## config.mk

```make
export PLATFORM = sky130hd
export DESIGN_NAME = servo_bank
export DESIGN_NICKNAME = d
export VERILOG_FILES = /design/src/rtl/servo_pkg.sv /design/src/rtl/servo_pulse_map.sv /design/src/rtl/servo_bank.sv
export SDC_FILE = /design/constraint.sdc
export NUM_CORES = 1
export LEC_CHECK = 0
export CELL_PAD_IN_SITES_DETAIL_PLACEMENT = 0
export CELL_PAD_IN_SITES_GLOBAL_PLACEMENT = 1
export CORE_ASPECT_RATIO = 1.75
export CORE_UTILIZATION = 35
export CTS_CLUSTER_DIAMETER = 80
export CTS_CLUSTER_SIZE = 24
export DETAILED_ROUTE_END_ITERATION = 10
export MAX_ROUTING_LAYER = met4
export PLACE_DENSITY = 0.67
export SETUP_SLACK_MARGIN = 0.05
export SKIP_CTS_REPAIR_TIMING = 1
export SLEW_MARGIN = 25
export SYNTH_ARGS = -nofsm -noshare
export SYNTH_HDL_FRONTEND = slang
export SYNTH_SLANG_ARGS = --single-unit
```

## constraint.sdc

```tcl
create_clock -name clk_1mhz -period 13.7 [get_ports clk_1mhz]
set_input_delay 2.74 -clock clk_1mhz [delete_from_list [all_inputs] [get_ports clk_1mhz]]
set_output_delay 2.74 -clock clk_1mhz [all_outputs]
set_load 0.01 [all_outputs]
```

## src/rtl/servo_pkg.sv

```systemverilog
// Shared timing defaults and types for the multi-channel servo driver.
package servo_pkg;

    localparam int DEF_FRAME_CYCLES = 20000;
    localparam int DEF_MIN_PULSE    = 700;
    localparam int DEF_MAX_PULSE    = 2300;
    localparam int DEF_STEP_MAX     = 40;

    // Wide enough to hold any frame count, so every pulse width fits as well
    localparam int PULSE_W = $clog2(DEF_FRAME_CYCLES);
    typedef logic [PULSE_W-1:0] pulse_t;

    function automatic int center_f(input int min_p, input int max_p);
        return (min_p + max_p) / 2;
    endfunction

endpackage

```

## src/rtl/servo_pulse_map.sv

```systemverilog
// Per-channel position-to-pulse-width mapping: clamp, linear scale, enable select.
module servo_pulse_map
    import servo_pkg::*;
#(
    parameter int POS_W     = 7,
    parameter int POS_MAX   = 60,
    parameter int MIN_PULSE = DEF_MIN_PULSE,
    parameter int MAX_PULSE = DEF_MAX_PULSE
) (
    input  logic [POS_W-1:0] pos_i,
    input  logic             enable_i,
    output pulse_t           tgt_o
);

    localparam int     SPAN     = MAX_PULSE - MIN_PULSE;
    localparam int     PROD_W   = $clog2(SPAN * POS_MAX + 1);
    localparam pulse_t CENTER_P = pulse_t'(center_f(MIN_PULSE, MAX_PULSE));

    logic [POS_W-1:0]  pos_clamp_s;
    logic [PROD_W-1:0] prod_s;
    logic [PROD_W-1:0] quot_s;

    // Clamp, scale with a product wide enough for full-scale, then select center when disabled
    always_comb begin
        pos_clamp_s = pos_i;
        if (pos_i > POS_W'(POS_MAX)) begin
            pos_clamp_s = POS_W'(POS_MAX);
        end else begin
            pos_clamp_s = pos_i;
        end
        prod_s = PROD_W'(SPAN) * PROD_W'(pos_clamp_s);
        quot_s = prod_s / PROD_W'(POS_MAX);
        if (enable_i) begin
            tgt_o = pulse_t'(MIN_PULSE) + pulse_t'(quot_s);
        end else begin
            tgt_o = CENTER_P;
        end
    end

endmodule

```

## src/rtl/servo_bank.sv

```systemverilog
// Frame-aligned N-channel servo PWM generator with per-frame slew limiting.
module servo_bank
    import servo_pkg::*;
#(
    parameter int N_CH         = 4,
    parameter int POS_W        = 7,
    parameter int POS_MAX      = 60,
    parameter int FRAME_CYCLES = DEF_FRAME_CYCLES,
    parameter int MIN_PULSE    = DEF_MIN_PULSE,
    parameter int MAX_PULSE    = DEF_MAX_PULSE,
    parameter int STEP_MAX     = DEF_STEP_MAX
) (
    input  logic                  clk_1mhz,
    input  logic                  rst,
    input  logic [N_CH*POS_W-1:0] pos,
    input  logic                  pos_valid,
    input  logic [N_CH-1:0]       enable,
    output logic [N_CH-1:0]       servo_out,
    output logic [N_CH-1:0]       settled,
    output logic                  frame_start
);

    localparam pulse_t CENTER_P = pulse_t'(center_f(MIN_PULSE, MAX_PULSE));
    localparam pulse_t STEP_P   = pulse_t'(STEP_MAX);
    localparam pulse_t LAST_P   = pulse_t'(FRAME_CYCLES - 1);

    pulse_t                  frame_cnt_q, frame_cnt_d;
    logic                    frame_last_s;
    logic [N_CH*POS_W-1:0]   shadow_q, shadow_d;
    pulse_t [N_CH-1:0]       cur_q, cur_d, tgt_s;
    logic [N_CH-1:0]         settled_q, settled_d;
    logic [N_CH-1:0]         servo_out_q, servo_out_d;
    logic                    frame_start_q, frame_start_d;

    // Targets come from the shadow as it stood before this edge
    for (genvar g = 0; g < N_CH; g++) begin : g_map
        servo_pulse_map #(
            .POS_W     (POS_W),
            .POS_MAX   (POS_MAX),
            .MIN_PULSE (MIN_PULSE),
            .MAX_PULSE (MAX_PULSE)
        ) u_map (
            .pos_i    (shadow_q[g*POS_W +: POS_W]),
            .enable_i (enable[g]),
            .tgt_o    (tgt_s[g])
        );
    end

    // Frame counter, shadow capture and PWM compare
    always_comb begin
        frame_last_s = (frame_cnt_q == LAST_P);
        if (frame_last_s) begin
            frame_cnt_d = pulse_t'(0);
        end else begin
            frame_cnt_d = frame_cnt_q + pulse_t'(1);
        end
        if (pos_valid) begin
            shadow_d = pos;
        end else begin
            shadow_d = shadow_q;
        end
        frame_start_d = (frame_cnt_q == pulse_t'(0));
        for (int i = 0; i < N_CH; i++) begin
            servo_out_d[i] = (frame_cnt_q < cur_q[i]);
        end
    end

    // Slew-limited pulse update; only moves at the frame boundary so no pulse is cut short
    always_comb begin
        cur_d     = cur_q;
        settled_d = settled_q;
        if (frame_last_s) begin
            for (int i = 0; i < N_CH; i++) begin
                if (tgt_s[i] > cur_q[i]) begin
                    if ((tgt_s[i] - cur_q[i]) <= STEP_P) begin
                        cur_d[i] = tgt_s[i];
                    end else begin
                        cur_d[i] = cur_q[i] + STEP_P;
                    end
                end else begin
                    if ((cur_q[i] - tgt_s[i]) <= STEP_P) begin
                        cur_d[i] = tgt_s[i];
                    end else begin
                        cur_d[i] = cur_q[i] - STEP_P;
                    end
                end
                settled_d[i] = (cur_d[i] == tgt_s[i]);
            end
        end else begin
            cur_d     = cur_q;
            settled_d = settled_q;
        end
    end

    // State and output registers with synchronous reset
    always_ff @(posedge clk_1mhz) begin
        if (rst) begin
            frame_cnt_q   <= pulse_t'(0);
            shadow_q      <= '0;
            cur_q         <= {N_CH{CENTER_P}};
            settled_q     <= '1;
            servo_out_q   <= '0;
            frame_start_q <= 1'b0;
        end else begin
            frame_cnt_q   <= frame_cnt_d;
            shadow_q      <= shadow_d;
            cur_q         <= cur_d;
            settled_q     <= settled_d;
            servo_out_q   <= servo_out_d;
            frame_start_q <= frame_start_d;
        end
    end

    assign servo_out   = servo_out_q;
    assign settled     = settled_q;
    assign frame_start = frame_start_q;

endmodule
```

Yosys cells after proc, flatten, opt, wreduce, memory -nomap -nowiden
Index checks and enable logic that the tools add are counted.

word-level totals
  word-level logic and storage cells = 89
  flip-flop bits (word level) = 112
  bits of input ports = 35
  output and inout bits = 9

cells by class
  $add $sub $neg = 21
  equal/unequal tests = 5
  magnitude comparators = 20
  $mul = 4
  multiplexer cells = 24
  div/mod/pow operators = 4
  reductions and logical operators = 2

operator list
  operator                                                       count
  2-to-1 mux 15 bit                                              20
  <= comparator 15 x 6 -> 1 bit, second input constant           8
  subtractor 15 bit                                              8
  divider 17 x 6 -> 17 bit, second input constant                4
  adder 10 x 15 -> 15 bit, first input constant                  4
  adder 15 x 6 -> 15 bit, second input constant                  4
  equality test 15 bit                                           4
  greater-than comparator 15 bit                                 4
  less-than comparator 15 bit                                    4
  subtractor 15 x 6 -> 15 bit, second input constant             4
  multiplier 5 x 7 -> 11 bit, first input constant               4
  greater-than comparator 7 x 6 -> 1 bit, second input constant  4
  2-to-1 mux 7 bit                                               4
  adder 15 x 1 -> 15 bit, second input constant                  1
  equality test 15 bit, second input constant                    1
  zero test 15 bit                                               1
  OR reduction 2 bit                                             1

Longest topological paths before layout
Gate-level depths: netlist of run 1.

  word-level depth = 12
  mapped depth = 72

Hierarchy
A second synthesis of run 1 with hierarchy kept.

unflattened totals
  cells, all modules = 3,971
  area, all modules = 28,521.1 um^2

by module, submodules not included
  module                                 cells an instance  times used  area an instance (um^2)  sequential area each (um^2)
  servo_bank                             2,051              1           14,909.3                 2,242.2
  servo_pulse_map at g_map[0].u_map ...  495                2           3,412.0                  0.0
  servo_pulse_map at g_map[1].u_map      486                1           3,609.7                  0.0
  servo_pulse_map at g_map[3].u_map      444                1           3,178.0                  0.0

Worst setup path after synthesis of run 1
No wires, ideal clock.

  kind = reg-to-reg
  start = register shadow_q[12]
  end = register settled_q[1], in the netlist settled[1]
  slack = 0.672 ns
  clock period less this slack = 13.028 ns
  stages on the path, launching flop included = 63
  arrival = 12.959 ns
  cells stage by stage = dfxtp_1 -> nand4_1 -> nand3b_1 -> clkinv_1 -> ha_1 -> ha_1 -> ha_1 -> inv_1 -> fa_1 -> and2b_1 -> o221ai_1 -> a21oi_1 -> xor2_1 -> a2111oi_1 -> mux2i_1 -> a311oi_4 -> mux2i_1 -> and4_4 -> (+27 left out) -> o21bai_1 -> a21o_1 -> a21o_1 -> a21o_1 -> a21oi_1 -> mux2i_1 -> a211oi_1 -> inv_1 -> a31o_2 -> a41oi_1 -> nand2_1 -> nor4_1 -> o2111ai_1 -> a221oi_1 -> o2111ai_1 -> a211oi_1 -> o211ai_1 -> o21ai_1

on the way
  longest elaborated chain between the ends = 12
  elaborated cells between the ends (all ways) = 16
  those cells by class = add/sub (3); mul (1); div (1); order compare (4); eq/ne (1); mux (6)

ends and longest elaborated chain
  item                                                     line                                source
  start, declared                                          servo_bank.sv:29                    logic [N_CH*POS_W-1:0] shadow_q, shadow_d;
  start signal, assigned                                   servo_bank.sv:106                   shadow_q <= shadow_d;
  greater-than comparator 7 x 6 -> 1 bit                   servo_pulse_map.sv:26               if (pos_i > POS_W'(POS_MAX)) begin
  2-to-1 mux 7 bit *                                       servo_pulse_map.sv:26
  multiplier 5 x 7 -> 11 bit *                             servo_pulse_map.sv:31               prod_s = PROD_W'(SPAN) * PROD_W'(pos_clamp_s);
  divider 17 x 6 -> 17 bit *                               servo_pulse_map.sv:32               quot_s = prod_s / PROD_W'(POS_MAX);
  adder 10 x 15 -> 15 bit *                                servo_pulse_map.sv:34               tgt_o = pulse_t'(MIN_PULSE) + pulse_t'(quot_s);
  2-to-1 mux 15 bit *                                      servo_pulse_map.sv:33               if (enable_i) begin
  subtractor 15 bit, on equally long branches              servo_bank.sv:81, servo_bank.sv:75
  <= comparator 15 x 6 -> 1 bit, on equally long branches  servo_bank.sv:81, servo_bank.sv:75
  2-to-1 mux 15 bit, on equally long branches              servo_bank.sv:81, servo_bank.sv:75
  2-to-1 mux 15 bit                                        servo_bank.sv:74                    if (tgt_s[i] > cur_q[i]) begin
  2-to-1 mux 15 bit                                        servo_bank.sv:72                    if (frame_last_s) begin
  equality test 15 bit *                                   servo_bank.sv:87                    settled_d[i] = (cur_d[i] == tgt_s[i]);
  end signal, assigned                                     servo_bank.sv:108                   settled_q <= settled_d;
  end, declared                                            servo_bank.sv:31                    logic [N_CH-1:0] settled_q, settled_d;

Every way passes the cells marked *; elsewhere a longest branch is shown, timed or not. The select of a mux whose other input is x is not followed.
A chain may end at the register's enable or synchronous reset.

Final worst setup path of run 1
  start = register shadow_q[27]
  end = register settled_q[3], in the netlist settled[3]

The elaborated chain is that of the path after synthesis.

==> summary.md, run 1 <==
| Metric | Value |
|---|---|
| Detailed Route Iter0 Violations | `965` |
| XOR/XNOR share of the synthesized area | `0.0613` |
| Worst endpoint required time | `14.07 ns` |
| Startpoint types | `register` |
| Sequential-to-total area share from yosys stat | `0.0920` |
| CP Class | `reg -> reg` |
| DIE HEIGHT | `351 um` |
| Worst Setup End Kind | `register` |
| Routed Antenna Nets | `0` |
| Fin crit share | `0.960` |
| DR WL/cell | `18.4 um` |
| Detailed placement HPWL | `70.2 mm` |
| Clk root buf | `clkbuf_16` |
| Htree depth | `3` |
| Gpl congestion | `0.920` |
| PortBufs | `43` |
| Largest family of logic cells by synthesized area | `compound AO/OA/AOI/OAI gates` |
| # IOs | `44` |
| Final Hold Vio Count | `0` |
| Ranking of synthesized cells by area | `ha_1, dfxtp_1, a21oi_1` |
| Final min period | `13.15 ns` |
| Max Cap Viol | `0` |
| Final Max Tran Viols | `0` |
| Most frequent cell after synthesis | `nor2_1` |
| Async set-reset flop share out of synthesis | `0` |
| Largest net degree at the start of global routing | `56` |
| Most Frequent Cell on Critical Path | `ha_1` |
| Vias per inst | `5.72` |
| Clk_skew | `0.0154 ns` |
| Slowest-stage cell, CP | `or4_4` |
| Fin util | `0.450` |
| Placed Cells | `4641` |
| Remaining DRCs | `0` |
| Post-synth top cells | `nor2_1, ha_1, nand2_1, a21oi_1, inv_1` |
| Worst skew pair latency | `0.42 ns` |
| Via count | `27000` |
| Max Fclk | `76.0 MHz` |
| Clk slew on worst S/H paths | `0.09 ns` |
| DIE WIDTH | `201 um` |
| Layout cells sized above 1 | `0.246` |
| Crit-path max cell delay | `0.54 ns` |
| Core area | `0.0686 mm^2` |
| CTS tree | `built` |
| Initial Util | `0.355` |
| Final Instance Count excl. Fillers | `4721` |
| Post-Synth Adder-Cell Area | `0.158` |
| Die area | `0.0707 mm^2` |
| Synth Flop Type | `dfxtp_1` |
| Synth top area share | `0.151` |
| Sink Count | `112` |
| Syn_area_per_cell | `7.26 um^2` |
| Area occupied by multi-input gates | `0.0220 mm^2` |
| Area leader, netlist | `ha_1` |
| Clk buf depth | `2` |
| Tightest Pin Transition | `1.09 ns` |
| Post-synthesis mux area share | `0.0478` |
| Setup violators final | `0` |
| Yosys warns | `0` |
| Nets | `4150` |
| CTS Buf Count | `9` |
| Cells after Synth | `3358` |
| Hold Crit Class | `reg -> reg` |
| Grt total ovfl | `0` |
| First-pass GRT wire length | `137 mm` |
| Antenna violations before repair | `0` |
| Post-synthesis simple-gate area fraction | `0.256` |
| Status | `finished clean` |
| First-pass iteration count of the detailed router | `7` |
| FF+latch count, synth | `112` |
| Final wirelength | `86.8 mm` |
| Area delta synth->final | `26.7%` |
| Maximum fanout along the worst path | `7` |
| RSZ-0062 raised after global routing | `true` |
| Antenna cell count | `0` |
| Syn Std Cell Area | `0.0244 mm^2` |
| Sequential Area | `0.00225 mm^2` |
| Synth cell types | `148` |
| Vias in the first global route | `27400` |
| Slew Limit Headroom | `0.276` |
| Synth Area in Compound Gates | `0.325` |
| Crit path arrival time | `13.52 ns` |
| Layout fillers | `7218` |
| Number of flops mapped to enable cells by yosys | `0` |
| Total GRT Usage | `0.245` |
| FP Rows | `127` |
==> area by class of cell <==
type / instances / area share
inverter: 239 / 0.0290
clock buffer: 9 / 0.00729
sequential: 112 / 0.0729
multi-input combinational: 2895 / 0.712
tap: 903 / 0.0366
timing repair buffer: 556 / 0.139
clock inverter: 7 / 0.00352
==> final timing paths <==
| path | start | endpoint | slack [ns] | cells after the start |
|---|---|---|---|---|
| worst max register to register | shadow_q[27]$_SDFFE_PP0P_ | settled[3]$_SDFFE_PP1P_ | 0.55 | 63 |
| worst min register to register | shadow_q[15]$_SDFFE_PP0P_ | shadow_q[15]$_SDFFE_PP0P_ | 0.51 | 2 |
| worst min-delay path | shadow_q[15]$_SDFFE_PP0P_ | shadow_q[15]$_SDFFE_PP0P_ | 0.51 | 2 |
| worst max-delay path | shadow_q[27]$_SDFFE_PP0P_ | settled[3]$_SDFFE_PP1P_ | 0.55 | 63 |
==> state kept, by name, indices dropped and copies added, names as in the netlist <==
register,flops
frame_start,1
shadow_q,28
servo_out,4
settled,4
cur_q,60
frame_cnt_q,15
==> layer usage <==
metal | wire length [um] | vias up | GRT usage
met2 | 48500 | 548 | 0.493
met5 | 0 | - | -
met3 | 1670 | 274 | 0.0174
met4 | 5380 | 0 | 0.147
met1 | 31300 | 12800 | 0.221
li1 | - | 13400 | -
==> kinds of logic (layout without fill, tap and decap cells) <==
| family | Yosys count | after routing |
|---|---|---|
| xor+xnor | 159 | 159 |
| fa+ha+maj | 304 | 304 |
| buf+inv | 365 | 811 |
| flops | 112 | 112 |
| mux | 108 | 108 |
| simple gates | 1214 | 1214 |
| compound gates | 1094 | 1094 |
| other cells | 2 | 16 |
==> critical path: cells and delay by family, from the launching register on <==
family | cells | cell delay (ns)
flip-flops | 1 | 0.35
buffers and inverters | 8 | 0.97
AND/OR/NAND/NOR | 17 | 3.50
adder cells (fa/ha/maj) | 7 | 1.96
AO/OA/AOI/OAI | 28 | 5.74
XOR/XNOR | 1 | 0.07
multiplexers | 2 | 0.50
==> cell usage in the layout, fill, tap and decap left out, types with 36 or more instances in the layout <==
cell type          n
buf_4            509
nor2_1           309
ha_1             288
nand2_1          254
inv_1            230
a21oi_1          213
o21ai_0          145
xnor2_1          106
dfxtp_1          104
nand3_1           99
nor3_1            87
mux2i_1           70
nor2b_1           57
o211ai_1          52
nand2b_1          51
a211oi_1          48
a21o_1            43
nand4_1           43
clkdlybuf4s50_1   41
and3_1            38
xor2_1            37
a31oi_1           37
o21a_1            36
==> metrics by stage <==
step / instance area [um^2] / hold slack [ns] / worst slack (ns) / setup TNS, ns
after floorplan: 24400 / 0.461 / 0.672 / 0
after global routing: 30900 / 0.543 / -0.109 / -0.132
final: 30900 / 0.507 / 0.548 / 0
after detailed placement: 28800 / 0.492 / -0.667 / -0.930
after global placement: 28800 / 0.483 / -0.793 / -0.827
after CTS: 29200 / 0.519 / -0.788 / -1.22
Power of run 1 is left out: the tool's default activity adds up to more than one toggle a clock period on the data nets, which glitch-free logic cannot reach.
==> run 2, diff against run 1 <==
--- a/config.mk
+++ b/config.mk
@@ -15,7 +15,6 @@
 export MAX_ROUTING_LAYER = met4
 export PLACE_DENSITY = 0.67
 export SETUP_SLACK_MARGIN = 0.05
-export SKIP_CTS_REPAIR_TIMING = 1
 export SLEW_MARGIN = 25
 export SYNTH_ARGS = -nofsm -noshare
 export SYNTH_HDL_FRONTEND = slang
==> run 2 against run 1 <==
  * Via count decreased by 0.12%
  * Clock skew increased by 0.00083 ns
  * Critical path type unchanged
  * Utilization increased by 0.15 points
  * Sequential share of layout area about the same
  * First-iteration DRC count decreased by 0.93%
  * Critical endpoint unchanged
==> summary.md, run 2 (synthesized netlist as in run 1, its figures left out) <==
| Metric | Value |
|---|---|
| Routed Antenna Nets | `0 (unchanged)` |
| # IOs | `44 (unchanged)` |
| Detailed Route Iter0 Violations | `956 (-0.93%)` |
| Layout fillers | `7221 (+0.042%)` |
| Remaining DRCs | `0 (unchanged)` |
| Antenna cell count | `0 (unchanged)` |
| Worst endpoint required time | `14.07 ns (about the same)` |
| R2R depth | `64 (+1.6%)` |
| Die area | `0.0707 mm^2 (unchanged)` |
| Core area | `0.0686 mm^2 (unchanged)` |
| Fin crit share | `0.958 (-0.00201)` |
| Max Cap Viol | `0 (unchanged)` |
| Gpl congestion | `0.920 (unchanged)` |
| DIE WIDTH | `201 um (unchanged)` |
| Sink Count | `112 (unchanged)` |
| Crit path arrival time | `13.49 ns (-0.03 ns)` |
| Clk buf depth | `2 (unchanged)` |
| Detailed placement HPWL | `70.2 mm (unchanged)` |
| Final Instance Count excl. Fillers | `4719 (-0.042%)` |
| Clk slew on worst S/H paths | `0.09 ns (about the same)` |
| Vias per inst | `5.72 (about the same)` |
| Area delta synth->final | `27.1%` |
| Antenna violations before repair | `0 (unchanged)` |
| Fin util | `0.451 (+0.00148)` |
| Crit-path max cell delay | `0.49 ns (-0.05 ns)` |
| Worst Setup End Kind | `register` |
| First-pass iteration count of the detailed router | `8 (+1)` |
| Tightest Pin Transition | `1.08 ns (-0.00211 ns)` |
| Vias in the first global route | `27400 (+0.26%)` |
| Status | `finished clean` |
| Slew Limit Headroom | `0.278 (+0.00141)` |
| Final Max Tran Viols | `0 (unchanged)` |
| CTS tree | `built` |
| Commonest non-fill, non-tap cell in the layout | `buf_4` |
| CTS Buf Count | `9 (unchanged)` |
| Final min period | `13.12 ns (-0.0276 ns)` |
| Biggest regs | `cur_q (60), shadow_q (28), frame_cnt_q (15)` |
| Via count | `27000 (-0.12%)` |
| PortBufs | `43 (unchanged)` |
| Max Fclk | `76.2 MHz (+0.21%)` |
| Worst skew pair latency | `0.42 ns (about the same)` |
| Initial Util | `0.355 (unchanged)` |
| Htree depth | `3 (unchanged)` |
| Startpoint types | `register` |
| Largest net degree at the start of global routing | `56 (unchanged)` |
| Nets | `4148 (-0.048%)` |
| Final wirelength | `87.0 mm (+0.22%)` |
| Maximum fanout along the worst path | `7 (unchanged)` |
| First-pass GRT wire length | `137 mm (+0.26%)` |
| CP Class | `reg -> reg` |
| Reg with most FFs | `cur_q` |
| Placed Cells | `4641 (unchanged)` |
| Total GRT Usage | `0.246 (+0.000513)` |
| Clk root buf | `clkbuf_16` |
| DR WL/cell | `18.4 um (+0.26%)` |
| Slowest-stage cell, CP | `fa_1` |
| Final Hold Vio Count | `0 (unchanged)` |
| Layout cells sized above 1 | `0.250 (+0.00380)` |
| Hold Crit Class | `reg -> reg` |
| Grt total ovfl | `0 (unchanged)` |
| RSZ-0062 raised after global routing | `true` |
| Fin Hold WS | `0.508 ns (+0.000825 ns)` |
| FP Rows | `127 (unchanged)` |
| Clk_skew | `0.0163 ns (+0.000827 ns)` |
| Setup violators final | `0 (unchanged)` |
| DIE HEIGHT | `351 um (unchanged)` |
| Hold path cells | `2 (unchanged)` |
| Most frequent cells in the layout | `buf_4, nor2_1, ha_1, nand2_1, inv_1` |
| Max reg flops | `60 (unchanged)` |
## run 2: cell types whose count changed in the layout (fill, tap and decap cells not counted), sizes merged
cell,before,now
buf,514,512
## run 2: area by class of cell
class | instances | area [um^2] | area share
sequential | 112 | 2250 | 0.0726
multi-input combinational | 2895 | 22100 | 0.713
clock inverter | 7 | 109 | 0.00351
tap | 903 | 1130 | 0.0365
clock buffer | 9 | 225 | 0.00727
inverter | 239 | 897 | 0.0290
timing repair buffer | 554 | 4270 | 0.138
## run 2: worst max-delay path: cells and delay by family (launching register included)
family	cells	cell delay, ns
AO/OA/AOI/OAI	32	6.62
AND/OR/NAND/NOR	14	2.33
adder cells (fa/ha/maj)	7	1.93
flip-flops	1	0.36
XOR/XNOR	1	0.16
buffers and inverters	8	0.97
multiplexers	2	0.71
## run 2: per-stage QoR
stage | cell area (um^2) | setup slack (ns) | TNS, ns
after floorplan | 24400 | 0.672 | 0
after global placement | 28800 | -0.793 | -0.827
after detailed placement | 28800 | -0.667 | -0.930
after CTS | 29300 | 0.0265 | 0
after global routing | 31000 | -0.169 | -0.210
final | 31000 | 0.576 | 0
## run 2: what timing repair did
action                     CTS  global route
resized for setup           38           276
hold buffers                 0             0
pin swaps                    4           117
setup endpoints to repair    3            27
setup buffers                3            59
## run 2: metal layers
metal / track usage / part of all wire / up-vias
li1: - / - / 13400
met1: 0.222 / 0.36 / 12800
met2: 0.494 / 0.56 / 509
met3: 0.0172 / 0.019 / 259
met4: 0.146 / 0.061 / 0
met5: - / 0 / -
## run 2: final timing paths
check | start | endpoint | slack [ns]
worst max-delay path | shadow_q[27]$_SDFFE_PP0P_ | settled[3]$_SDFFE_PP1P_ | 0.58
worst max register to register | shadow_q[27]$_SDFFE_PP0P_ | settled[3]$_SDFFE_PP1P_ | 0.58
worst min-delay path | shadow_q[26]$_SDFFE_PP0P_ | shadow_q[26]$_SDFFE_PP0P_ | 0.51
worst min register to register | shadow_q[26]$_SDFFE_PP0P_ | shadow_q[26]$_SDFFE_PP0P_ | 0.51
Power of run 2 is left out for the same reason.
==> run 3, diff against run 2 <==
--- a/config.mk
+++ b/config.mk
@@ -8,12 +8,12 @@
 export CELL_PAD_IN_SITES_DETAIL_PLACEMENT = 0
 export CELL_PAD_IN_SITES_GLOBAL_PLACEMENT = 1
 export CORE_ASPECT_RATIO = 1.75
-export CORE_UTILIZATION = 35
+export CORE_UTILIZATION = 40
 export CTS_CLUSTER_DIAMETER = 80
 export CTS_CLUSTER_SIZE = 24
 export DETAILED_ROUTE_END_ITERATION = 10
 export MAX_ROUTING_LAYER = met4
-export PLACE_DENSITY = 0.67
+export PLACE_DENSITY = 0.74
 export SETUP_SLACK_MARGIN = 0.05
 export SLEW_MARGIN = 25
 export SYNTH_ARGS = -nofsm -noshare
==> constraint.sdc (replaced) <==
create_clock -name clk_1mhz -period 13.7 [get_ports clk_1mhz]
set_input_delay 1.37 -clock clk_1mhz [delete_from_list [all_inputs] [get_ports clk_1mhz]]
set_output_delay 1.37 -clock clk_1mhz [all_outputs]
set_load 0.01 [all_outputs]
==> run 3 against run 2 <==
  * Global-route usage grew 3.4 points
  * Wire length is 1.1% higher
  * Design area decreased by 1.6%
  * Cell count decreased by 3.9%
  * Worst setup slack worse by 0.22 ns
  * Non-clock buffer count decreased by 65
  * Critical endpoint unchanged
==> summary.md, run 3 (synthesized netlist as in run 1, its figures left out) <==
| Metric | Value |
|---|---|
| Detailed placement HPWL | `70.4 mm (+0.25%)` |
| Sequential Area | `0.00225 mm^2 (+0.17%)` |
| Fin crit share | `0.974 (+0.0163)` |
| Area delta synth->final | `25.2%` |
| Final Hold Vio Count | `0 (unchanged)` |
| Crit-path max cell delay | `0.54 ns (+0.05 ns)` |
| Placement-stage cell area | `0.0282 mm^2 (-2.2%)` |
| Hold Buf Count CTS | `0 (unchanged)` |
| Core area | `0.0602 mm^2 (-12%)` |
| Slowest-stage cell, CP | `or4_4` |
| WHS Endpoint | `settled[0]$_SDFFE_PP1P_` |
| Area occupied by multi-input gates | `0.0222 mm^2 (+0.57%)` |
| CTS tree | `built` |
| R2R setup slack | `0.35 ns (-0.22 ns)` |
| Max reg flops | `60 (unchanged)` |
| Clk buf depth | `2 (unchanged)` |
| Clk root buf | `clkbuf_16` |
| Crit path arrival time | `13.71 ns (+0.22 ns)` |
| Detailed Route Iter0 Violations | `1359 (+42%)` |
| Fin Hold WS | `0.484 ns (-0.0235 ns)` |
| Final Cell Area | `0.0305 mm^2 (-1.6%)` |
| Maximum fanout along the worst path | `7 (unchanged)` |
| DIE HEIGHT | `329 um (-6.4%)` |
| Antenna violations before repair | `0 (unchanged)` |
| Setup violators final | `0 (unchanged)` |
| Biggest regs | `cur_q (60), shadow_q (28), frame_cnt_q (15)` |
| Placed Cells | `4461 (-3.9%)` |
| Grt total ovfl | `0 (unchanged)` |
| Worst Setup End Kind | `register` |
| First-pass iteration count of the detailed router | `5 (-3)` |
| Worst skew pair latency | `0.42 ns (about the same)` |
| RR Startpoint | `shadow_q[27]$_SDFFE_PP0P_` |
| Final wirelength | `88.0 mm (+1.1%)` |
| Most Frequent Cell on Critical Path | `buf_4` |
| Max Fclk | `74.9 MHz (-1.7%)` |
| Layout cells sized above 1 | `0.244 (-0.00633)` |
| Fin util | `0.507 (+0.0557)` |
| Remaining DRCs | `0 (unchanged)` |
| Vias in the first global route | `27600 (+0.72%)` |
| Initial Util | `0.405 (+0.0501)` |
| Max Cap Viol | `0 (unchanged)` |
| Hold path cells | `2 (unchanged)` |
| Startpoint types | `register` |
| Reg with most FFs | `cur_q` |
| FP Rows | `119 (-6.3%)` |
| Worst endpoint required time | `14.06 ns (about the same)` |
| Final Max Tran Viols | `0 (unchanged)` |
| Tightest Pin Transition | `1.00 ns (-0.0796 ns)` |
| Total GRT Usage | `0.280 (+0.0344)` |
| Routed Antenna Nets | `0 (unchanged)` |
| Clk slew on worst S/H paths | `0.09 ns (about the same)` |
| Antenna cell count | `0 (unchanged)` |
| Nets | `4083 (-1.6%)` |
| Most frequent cells in the layout | `buf_4, nor2_1, ha_1, nand2_1, inv_1` |
| Via count | `27500 (+2.0%)` |
| Gpl congestion | `0.958 (+4.1%)` |
| Hold Crit Class | `reg -> reg` |
| Htree depth | `3 (unchanged)` |
| RR Endpoint | `settled[3]$_SDFFE_PP1P_` |
| CP Class | `reg -> reg` |
| PortBufs | `43 (unchanged)` |
| Vias per inst | `6.07 (+6.1%)` |
| Sink Count | `112 (unchanged)` |
| Die area | `0.0620 mm^2 (-12%)` |
| R2R depth | `58 (-9.4%)` |
| Clk_skew | `0.0144 ns (-0.00186 ns)` |
| DR WL/cell | `19.4 um (+5.2%)` |
| Final Instance Count excl. Fillers | `4537 (-3.9%)` |
| # IOs | `44 (unchanged)` |
| RSZ-0062 raised after global routing | `true` |
| Commonest non-fill, non-tap cell in the layout | `buf_4` |
| Status | `finished clean` |
| Slew Limit Headroom | `0.331 (+0.0531)` |
| DIE WIDTH | `189 um (-6.4%)` |
| Final min period | `13.35 ns (+0.223 ns)` |
| Hold path startpoint | `settled[0]$_SDFFE_PP1P_` |
| CTS Buf Count | `9 (unchanged)` |
| First-pass GRT wire length | `137 mm (-0.22%)` |
| Layout fillers | `6014 (-17%)` |
| Largest net degree at the start of global routing | `57 (+1.8%)` |
## run 3: cell types whose count changed in the layout (fill, tap and decap cells not counted), moves of 5 or more
| cell | delta |
|---|---|
| nor2_1 | -7 |
| o21ai_1 | -6 |
| nor4_2 | -5 |
| ha_1 | -5 |
| buf_4 | -67 |
## run 3: worst max-delay path by stage
stage	startpoint	end	depth (start not counted)
6_report	shadow_q[27]$_SDFFE_PP0P_	settled[3]$_SDFFE_PP1P_	58
5_1_grt	shadow_q[13]$_SDFFE_PP0P_	settled[1]$_SDFFE_PP1P_	59
4_1_cts	shadow_q[27]$_SDFFE_PP0P_	settled[3]$_SDFFE_PP1P_	63
3_5_place_dp	shadow_q[27]$_SDFFE_PP0P_	settled[3]$_SDFFE_PP1P_	62
3_3_place_gp	shadow_q[27]$_SDFFE_PP0P_	settled[3]$_SDFFE_PP1P_	62
2_1_floorplan	shadow_q[12]$_SDFFE_PP0P_	settled[1]$_SDFFE_PP1P_	62
## run 3: area by class of cell
cell class                      count  area share
Clock inverter                      7     0.00332
Tap cell                          786      0.0322
Multi-Input combinational cell   2895       0.729
Sequential cell                   112      0.0739
Timing Repair Buffer              489       0.125
Inverter                          239      0.0294
Clock buffer                        9     0.00738
## run 3: timing repair
| item | CTS | global route |
|---|---|---|
| gates resized for setup | 57 | 276 |
| cloned | 0 | 0 |
| buffers inserted | 17 | 43 |
| pin swaps | 12 | 97 |
| setup endpoints to repair | 6 | 28 |
## run 3: worst max-delay path, delay by kind of cell (launching register included)
kind	cells	cell delay [ns]
AND/OR/NAND/NOR	17	4.34
buffers and inverters	9	1.14
adder cells (fa/ha/maj)	6	1.87
XOR/XNOR	1	0.18
multiplexers	2	0.52
AO/OA/AOI/OAI	23	4.84
flip-flops	1	0.36
## run 3: per-layer routing
metal	vias to the layer above	GRT usage	wire length (um)
met3	359	0.0159	2170
met5	-	-	0
met1	13100	0.251	30900
met4	0	0.189	6110
met2	791	0.555	48900
li1	13300	-	-
## run 3: stage by stage
step	setup WS (ns)	setup TNS, ns
2_1_floorplan	0.672	0
5_1_grt	-0.115	-0.270
3_5_place_dp	-1.01	-1.61
4_1_cts	0.00818	0
3_3_place_gp	-0.971	-1.25
6_report	0.353	0
Power of run 3 is left out for the same reason.
